## config.mk

```make
export PLATFORM = sky130hd
export DESIGN_NAME = mem_access_ctrl
export DESIGN_NICKNAME = d
export VERILOG_FILES = /design/src/rtl/mem_access_ctrl.sv
export SDC_FILE = /design/constraint.sdc
export NUM_CORES = 1
export LEC_CHECK = 0
export CORE_ASPECT_RATIO = 1.1
export CORE_UTILIZATION = 45
export CTS_CLUSTER_SIZE = 30
export DETAILED_ROUTE_END_ITERATION = 12
export PLACE_DENSITY = 0.74
export SETUP_SLACK_MARGIN = 0.5
export SLEW_MARGIN = 20
export SYNTH_ARGS = -nofsm -noshare
export SYNTH_HDL_FRONTEND = slang
export SYNTH_SLANG_ARGS = --single-unit
```

## constraint.sdc

```tcl
create_clock -name clk -period 2.7 [get_ports clk]
set_input_delay 0.405 -clock clk [delete_from_list [all_inputs] [get_ports clk]]
set_output_delay 0.405 -clock clk [all_outputs]
set_load 0.05 [all_outputs]
```

## src/rtl/mem_access_ctrl.sv

```systemverilog
// Splits 16-bit load/store requests into sequential byte accesses on a byte-wide memory port.
// Latency accept->resp_valid: store byte 2, store word 3, load byte 3, load word 4 cycles.
// Backpressure: req_ready is low from accept until the response cycle ends; one request in flight.
// Optional feature: define ALIGN_CHECK_EN to reject odd-address word accesses with resp_err.
module mem_access_ctrl #(
    parameter int ADDR_W     = 16,
    parameter bit BIG_ENDIAN = 1'b1
) (
    input  logic              clk,
    input  logic              reset,
    input  logic              req_valid,
    output logic              req_ready,
    input  logic              req_write,
    input  logic              req_byte,
    input  logic [ADDR_W-1:0] req_addr,
    input  logic [15:0]       req_wdata,
    output logic              resp_valid,
    output logic [15:0]       resp_rdata,
    output logic              resp_err,
    output logic              mem_read,
    output logic              mem_write,
    output logic [ADDR_W-1:0] mem_addr,
    output logic [7:0]        mem_wdata,
    input  logic [7:0]        mem_rdata
);

    typedef enum logic [2:0] {IDLE, ACC0, ACC1, CAP, RESP} state_t;

    state_t            state;
    logic              wr_q;
    logic              byte_q;
    logic [ADDR_W-1:0] a1_q;
    logic [7:0]        wb1_q;
    logic [7:0]        rb0_q;

    // Byte order: byte 0 goes to A, byte 1 to A+1; a byte store always uses wdata[7:0]
    logic [7:0]        wb0;
    logic [7:0]        wb1;
    logic [ADDR_W-1:0] a1;
    logic [15:0]       word_rdata;
    logic              misaligned;

    assign wb0 = (req_byte || !BIG_ENDIAN) ? req_wdata[7:0] : req_wdata[15:8];
    assign wb1 = BIG_ENDIAN ? req_wdata[7:0] : req_wdata[15:8];
    assign a1  = req_addr + ADDR_W'(1);

    // In CAP, mem_rdata carries byte 1 and rb0_q holds byte 0
    assign word_rdata = BIG_ENDIAN ? {rb0_q, mem_rdata} : {mem_rdata, rb0_q};

`ifdef ALIGN_CHECK_EN
    assign misaligned = !req_byte && req_addr[0];

    // Error flag rides along with the single response pulse of a rejected word access
    always_ff @(posedge clk) begin
        if (reset) begin
            resp_err <= 1'b0;
        end else if (state == IDLE && req_valid && misaligned) begin
            resp_err <= 1'b1;
        end else if (state == RESP) begin
            resp_err <= 1'b0;
        end
    end
`else
    assign misaligned = 1'b0;
    assign resp_err   = 1'b0;
`endif

    // Sequencer: outputs are registered, so each transition loads the strobes of the state being entered
    always_ff @(posedge clk) begin
        if (reset) begin
            state      <= IDLE;
            req_ready  <= 1'b1;
            resp_valid <= 1'b0;
            resp_rdata <= 16'h0000;
            mem_read   <= 1'b0;
            mem_write  <= 1'b0;
            mem_addr   <= '0;
            mem_wdata  <= 8'h00;
            wr_q       <= 1'b0;
            byte_q     <= 1'b0;
            a1_q       <= '0;
            wb1_q      <= 8'h00;
            rb0_q      <= 8'h00;
        end else begin
            case (state)
                IDLE: begin
                    if (req_valid) begin
                        req_ready <= 1'b0;
                        wr_q      <= req_write;
                        byte_q    <= req_byte;
                        a1_q      <= a1;
                        wb1_q     <= wb1;
                        if (misaligned) begin
                            // Rejected access: no memory traffic, straight to the response
                            resp_valid <= 1'b1;
                            state      <= RESP;
                        end else begin
                            mem_addr  <= req_addr;
                            mem_read  <= !req_write;
                            mem_write <= req_write;
                            if (req_write) begin
                                mem_wdata <= wb0;
                            end
                            state <= ACC0;
                        end
                    end
                end
                ACC0: begin
                    if (!byte_q) begin
                        mem_addr  <= a1_q;
                        mem_read  <= !wr_q;
                        mem_write <= wr_q;
                        if (wr_q) begin
                            mem_wdata <= wb1_q;
                        end
                        state <= ACC1;
                    end else begin
                        mem_read  <= 1'b0;
                        mem_write <= 1'b0;
                        if (wr_q) begin
                            resp_valid <= 1'b1;
                            state      <= RESP;
                        end else begin
                            state <= CAP;
                        end
                    end
                end
                ACC1: begin
                    mem_read  <= 1'b0;
                    mem_write <= 1'b0;
                    if (wr_q) begin
                        resp_valid <= 1'b1;
                        state      <= RESP;
                    end else begin
                        // Byte 0 read data returns during the byte 1 strobe
                        rb0_q <= mem_rdata;
                        state <= CAP;
                    end
                end
                CAP: begin
                    resp_rdata <= byte_q ? {8'h00, mem_rdata} : word_rdata;
                    resp_valid <= 1'b1;
                    state      <= RESP;
                end
                RESP: begin
                    resp_valid <= 1'b0;
                    req_ready  <= 1'b1;
                    state      <= IDLE;
                end
                default: begin
                    mem_read   <= 1'b0;
                    mem_write  <= 1'b0;
                    resp_valid <= 1'b0;
                    req_ready  <= 1'b1;
                    state      <= IDLE;
                end
            endcase
        end
    end

endmodule

```

==> results of run 1 <==
## cells by family after synthesis
logic type | after synthesis
AOI/OAI and AO/OA | 94
other | 1
buffers and inverters | 40
xor gates and xnor gates | 11
and+or+nand+nor | 204
adders and majority gates | 1
DFF | 81
muxes | 10
## how the worst max path moves through the flow
stage / start / to / slack [ns] / cells after the start
2_1_floorplan: req_addr[2] / a1_q[15]$_SDFFE_PP0P_ / 1.25 / 5
3_3_place_gp: req_valid / mem_wdata[5]$_SDFFE_PP0P_ / 0.59 / 5
3_5_place_dp: req_valid / mem_wdata[3]$_SDFFE_PP0P_ / 0.48 / 5
4_1_cts: state[1]$_SDFFE_PP0P_ / mem_addr[1]$_SDFFE_PP0P_ / 0.52 / 3
5_1_grt: state[0]$_SDFFE_PP0P_ / mem_read$_SDFFE_PP0P_ / 0.53 / 5
6_report: state[0]$_SDFFE_PP0P_ / mem_read$_SDFFE_PP0P_ / 0.70 / 5
## metrics by stage
step,util [%],instances,worst slack (ns)
final,60.0,624,0.702
after detailed placement,57.7,608,0.485
after floorplan,-,442,1.25
after global routing,60.0,624,0.529
after CTS,60.0,624,0.516
after global placement,57.7,608,0.594
## sequential cells by signal, summed over array words and instances, names as in the netlist
| name | flops |
|---|---|
| mem_wdata | 8 |
| byte_q | 1 |
| resp_valid | 1 |
| wr_q | 1 |
| rb0_q | 8 |
| mem_read | 1 |
| req_ready | 1 |
| resp_rdata | 16 |
| mem_write | 1 |
| mem_addr | 16 |
| a1_q | 16 |
| state | 3 |
| wb1_q | 8 |
## cell usage in the layout, fill, tap and decap left out, drive strengths merged, types with 2 or more instances in the layout
cell type	count
o21ai	2
buf	8
xnor2	8
nor3	9
clkdlybuf4s50	87
o211ai	8
mux2i	10
or3	3
nand3	23
nor4	5
nand2	92
nor2	37
a21oi	47
clkinv	3
nand3b	10
a22oi	2
nand4	5
dfxtp	81
a211oi	13
clkbuf	9
inv	6
xor2	3
a311oi	18
nand2b	14
## cell type report
| type | instances | area [µm²] | area share (%) |
|---|---|---|---|
| clock inverter | 7 | 52.6 | 1.11 |
| sequential | 81 | 1620 | 34.2 |
| timing repair buffer | 95 | 928 | 19.6 |
| multi-input combinational | 321 | 1870 | 39.5 |
| tap | 108 | 135 | 2.85 |
| inverter | 3 | 11.3 | 0.237 |
| clock buffer | 9 | 124 | 2.61 |
## worst min-delay path, cell delays in order, from the launching register on
cell,delay [ns]
dfxtp_1,0.32
nand2_1,0.05
a21oi_1,0.05
## synthesized netlist by cell type, drive strengths merged
library cell	instances
o211ai	8
clkbuf	16
ha	1
a211o	1
conb	1
xnor2	8
o21ai	2
and3b	1
a21o	1
a221oi	1
nand3	23
nand3b	10
inv	3
dfxtp	81
nor3	9
xor2	3
buf	21
a21oi	47
a22oi	2
nand4	5
or3b	1
or2	1
nor4b	1
mux2i	10
and4	1
a211oi	13
nand2	92
or3	3
nor2	37
o22ai	1
nor4	5
nand2b	14
nor3b	1
a311oi	18
## layer usage
layer / global-route usage, % / up-vias / wire [µm]
met5: 0 / - / 0
met4: 7.69 / 0 / 106
met3: 2.99 / 12 / 359
met2: 34.4 / 81 / 4230
met1: 29.0 / 1557 / 4120
li1: - / 1676 / -
## power groups by stage
stage                     Clock (mW)  Sequential [mW]  Combinational (mW)
after detailed placement           0             1.41               0.829
final                          0.803             1.38               0.831
after floorplan                    0             1.59               0.374
after global routing           0.858             1.39               0.896
after global placement             0             1.40               0.814
after CTS                      0.813             1.38               0.833
==> results by group, run 1 <==
Cells and area
  – Number of diodes: 0
  – Area Overhead vs Synth: 29.0%
  – Fraction of layout cells with a size suffix above 1: 8.14%
  – Final net count: 557
  – Final Cell Area: 4750 µm²
  – Fill cell count: 741

Timing
  – Worst hold margin: 0.455 ns
  – Final period util: 74.0%
  – Fin crit period: 2.00 ns
  – # setup viols final: 0
  – RSZ-0062 raised after global routing: no
  – Fmax achieved: 500 MHz
  – Final hold violations: 0
  – TNS Setup: 0 ns
  – Clk_skew: 0.00879 ns
  – Final Max Slew Viols: 0
  – Normalized max-slew margin: 52.3%
  – Worst slew pin tran: 0.716 ns

Pwr
  – Pint: 1.95 mW
  – LEAKAGE: 1.65 nW
  – VDD IR max: 0.302 mV
  – Clk pwr share: 26.7%
  – Pwr dens: 635 nW/µm²
  – Sw Share: 35.2%
  – Sequential share of power: 45.8%
  – Psw: 1.06 mW
  – Power after layout: 3.01 mW
  – Comb power frac: 27.6%

CTS
  – CTS Buf Count: 9
  – CTS tree: done
  – Sink Count: 81
  – Worst-case clock buffer depth: 2
  – CTS Root Cell: clkbuf_8
  – Cts repair resizes: 0
  – Clk_lat worst skew: 0.35 ns
  – Post-CTS Hold Fix Bufs: 0
  – Reg clk slew, reported paths: 0.09 ns
  – Post-CTS Setup Repair Bufs: 0
  – H-tree Lvls: 3

Critical path
  – Buf+Inv Stages, Crit Path: 1
  – Max FO, Critical Path: 17
  – R2r setup slk: 0.70 ns
  – Endpoint type of the worst setup path: flip-flop
  – RR Startpoint: state[0]$_SDFFE_PP0P_
  – Crit path DAT: 2.27 ns
  – Slowest CP cell: dfxtp_1
  – Worst Reg-to-Reg Cells: 5
  – CP required: 2.98 ns
  – CP max stage delay: 0.64 ns
  – Worst Setup Start Kind: flip-flop
  – CP delay by family, top: simple AND/OR/NAND/NOR gates
  – Crit-path cells: buf_4 > and3b_1 > a21o_1 > a22oi_1 > nor3_1
  – Reg2reg end: mem_read$_SDFFE_PP0P_
  – Crit path kind: flip-flop to flip-flop

Logic synthesis
  – Cell accounting for the most synthesized area: dfxtp_1
  – Syn Nets: 488
  – Largest family of logic cells by synthesized area: simple AND/OR/NAND/NOR gates
  – Post-Syn Area per Cell: 8.32 µm²
  – #FFs+latches synth: 81
  – Post-synth design cell area: 3680 µm²
  – Synth Area in Compound Gates: 17.5%
  – Share of the synthesized area in the top cell type: 44.1%
  – Cells after Synth: 442
  – Count of different cell masters after synthesis: 43
  – Cells taking the most area after synthesis: dfxtp_1, nand2_1, a21oi_1
  – Adder-Cell Fraction of Synth Area: 0.340%
  – Sequential share of the synthesized area: 44.1%
  – Mux cell area share after synthesis: 2.72%
  – Simple-gate share of the synthesized area: 27.7%
  – Warnings from Yosys: 0
  – Post-Synth XOR/XNOR Area: 2.62%

Die
  – Row count: 34
  – Top Ports: 90
  – Core ar.: 7910 µm²
  – Die X-Extent: 88.2 µm
  – DIE AREA: 8540 µm²
  – Starting Density: 46.5%
  – Die height: 96.8 µm

Detailed routing
  – DRT Wirelength: 8820 µm
  – Drt first pass iters: 4
  – Detail Route Antenna Nets: 0
  – Routed vias/inst: 5.33
  – Detailed-route wire length per cell: 14.1 µm
  – Vias: 3326
  – DRT iter0 DRCs: 191
  – DRC viols: 0

GRT
  – Grt ovf: 0
  – Initial antenna violation count: 0
  – GRT Overall Usage: 21.4%
  – Number of global-route vias before repair: 3139
  – Largest net degree at the start of global routing: 34
  – Global-route wire length before repair: 14600 µm

Outcome
  – Run status: completed

Hold path
  – HP Start: resp_rdata[3]$_SDFFE_PP0N_
  – Hold EP: resp_rdata[3]$_SDFFE_PP0N_
  – Hold Path Stages: 2
  – Worst hold path type: flip-flop to flip-flop

Placed design
  – IO buf count: 88
  – Gpl congestion: 0.805
  – Area post-placement: 4570 µm²
  – Detailed Place HPWL: 6060 µm

Flow run
  – Max Cap Viol: 0
Note: power is estimated with default switching activity, not from simulation.
==> run 2: changes to the inputs <==
==> constraint.sdc (replaced) <==
create_clock -name clk -period 1.9 [get_ports clk]
set_input_delay 0.285 -clock clk [delete_from_list [all_inputs] [get_ports clk]]
set_output_delay 0.285 -clock clk [all_outputs]
set_load 0.05 [all_outputs]
==> results by group, run 2 (synthesized netlist as in run 1, its figures left out) <==
Outcome
  – Run status: completed

Timing
  – Clk_skew: 0.0110 ns (+0.00224 ns)
  – Fmax achieved: 655 MHz
  – RSZ-0062 raised after global routing: yes
  – Final Max Slew Viols: 0 (unchanged)
  – Fin worst setup slack: 0.373 ns (-0.329 ns)
  – Fin crit period: 1.53 ns
  – TNS Setup: 0 ns (unchanged)
  – Final period util: 80.4%
  – # setup viols final: 0 (unchanged)
  – Final hold violations: 0 (unchanged)

Critical path
  – Max FO, Critical Path: 6 (-11)
  – CP required: 2.14 ns (-0.84 ns)
  – Worst Reg-to-Reg Cells: 6 (+1)
  – Crit path DAT: 1.77 ns (-0.50 ns)
  – Endpoint type of the worst setup path: flip-flop
  – Crit path kind: input port to flip-flop
  – Worst Setup Start Kind: input port

Placed design
  – Detailed Place HPWL: 6350 µm (+4.7%)
  – Gpl congestion: 0.801 (-0.42%)
  – IO buf count: 88 (unchanged)
  – Post-Place Worst Slack: 0.0492 ns (-0.436 ns)

Pwr
  – LEAKAGE: 2.19 nW (+32%)
  – Comb power frac: 34.1% (+6.5 points)
  – Power after layout: 4.82 mW (+60%)
  – Sequential share of power: 40.8% (-5.0 points)
  – VDD IR max: 0.505 mV (+67%)
  – Psw: 1.77 mW (+67%)
  – Pwr dens: 870 nW/µm² (+37%)
  – Sw Share: 36.8% (+1.6 points)
  – Pint: 3.05 mW (+56%)
  – Clk pwr share: 25.0% (-1.7 points)

CTS
  – CTS tree: done
  – Post-CTS Hold Fix Bufs: 0 (unchanged)
  – CTS Root Cell: clkbuf_8
  – Worst-case clock buffer depth: 2 (unchanged)
  – H-tree Lvls: 3 (unchanged)
  – CTS Buf Count: 9 (unchanged)
  – Reg clk slew, reported paths: 0.10 ns (about the same)
  – Clk_lat worst skew: 0.37 ns (+0.02 ns)
  – Sink Count: 81 (unchanged)

GRT
  – Grt ovf: 0 (unchanged)
  – Number of global-route vias before repair: 3602 (+15%)
  – Initial antenna violation count: 0 (unchanged)
  – GRT Overall Usage: 26.1% (+4.7 points)
  – Largest net degree at the start of global routing: 28 (-18%)
  – Global-route wire length before repair: 17600 µm (+20%)

Die
  – Row count: 34 (unchanged)
  – Die X-Extent: 88.2 µm (unchanged)
  – Top Ports: 90 (unchanged)
  – Starting Density: 46.5% (unchanged)
  – DIE AREA: 8540 µm² (unchanged)
  – Core ar.: 7910 µm² (unchanged)
  – Die height: 96.8 µm (unchanged)

Detailed routing
  – Drt first pass iters: 5 (+1)
  – DRT Wirelength: 11900 µm (+36%)
  – Detail Route Antenna Nets: 0 (unchanged)
  – DRT iter0 DRCs: 289 (+51%)
  – DRC viols: 0 (unchanged)
  – Detailed-route wire length per cell: 17.7 µm (+25%)
  – Vias: 3910 (+18%)
  – Routed vias/inst: 5.78 (+8.5%)

Hold path
  – Worst hold path type: input port to flip-flop
  – Hold Path Stages: 2 (unchanged)

Cells and area
  – Final net count: 609 (+9.3%)
  – Area Overhead vs Synth: 50.7%
  – Final Util: 70.1% (+10 points)
  – Number of diodes: 0 (unchanged)
  – Biggest regs: a1_q x16, mem_addr x16, resp_rdata x16
  – Fraction of layout cells with a size suffix above 1: 30.8% (+23 points)
  – Most frequent cells in the layout: nand2_1, dfxtp_1, a21oi_1, buf_4, clkdlybuf4s50_1
  – Commonest non-fill, non-tap cell in the layout: nand2_1

Flow run
  – Max Cap Viol: 0 (unchanged)
[run 2: area by class of cell]
type,count,area [µm²]
sequential,81,1630
timing repair buffer,146,1480
clock inverter,7,61.3
fill,586,2370
inverter,3,11.3
multi-input combinational,322,2100
clock buffer,9,124
tap,108,135
[run 2: through the flow]
step,hold WS [ns],std cells,instance area [µm²]
4_1_cts,0.290,670,5410
3_3_place_gp,0.441,628,4760
6_report,0.297,676,5550
3_5_place_dp,0.445,628,4760
5_1_grt,0.310,676,5550
2_1_floorplan,0.381,442,3680
[run 2: per-layer routing]
| metal | global-route usage (%) | up-vias | wire length, µm |
|---|---|---|---|
| li1 | - | 1787 | - |
| met1 | 33.8 | 1865 | 4720 |
| met2 | 41.4 | 200 | 5820 |
| met3 | 5.20 | 58 | 892 |
| met4 | 11.8 | 0 | 512 |
| met5 | 0 | - | 0 |
[run 2: critical path, cell delays in order]
cell             delay, ns
clkdlybuf4s50_1       0.52
nand4_4               0.23
nor4_2                0.39
mux2i_2               0.25
nor3_1                0.07
[run 2: power by group through the flow]
stage	registers [mW]	logic, mW	clock network [mW]
after floorplan	2.25	0.532	0
after global placement	1.99	1.24	0
after detailed placement	1.99	1.26	0
after CTS	1.95	1.49	1.22
after global routing	1.98	1.73	1.29
final	1.97	1.65	1.21
[run 2: what timing repair did]
action	4_1_cts	5_1_grt
gates resized for setup	175	84
endpoints found under the setup margin	120	83
gates cloned	5	3
buffers inserted	21	3
pin swaps	16	21
[run 2: final timing paths]
kind	from	endpoint	slack, ns
worst max-delay path	req_addr[9]	a1_q[15]$_SDFFE_PP0P_	0.37
worst min register to register	resp_rdata[10]$_SDFFE_PP0N_	resp_rdata[10]$_SDFFE_PP0N_	0.46
worst min-delay path	reset	resp_rdata[10]$_SDFFE_PP0N_	0.30
worst max register to register	state[0]$_SDFFE_PP0P_	mem_addr[8]$_SDFFE_PP0P_	0.41
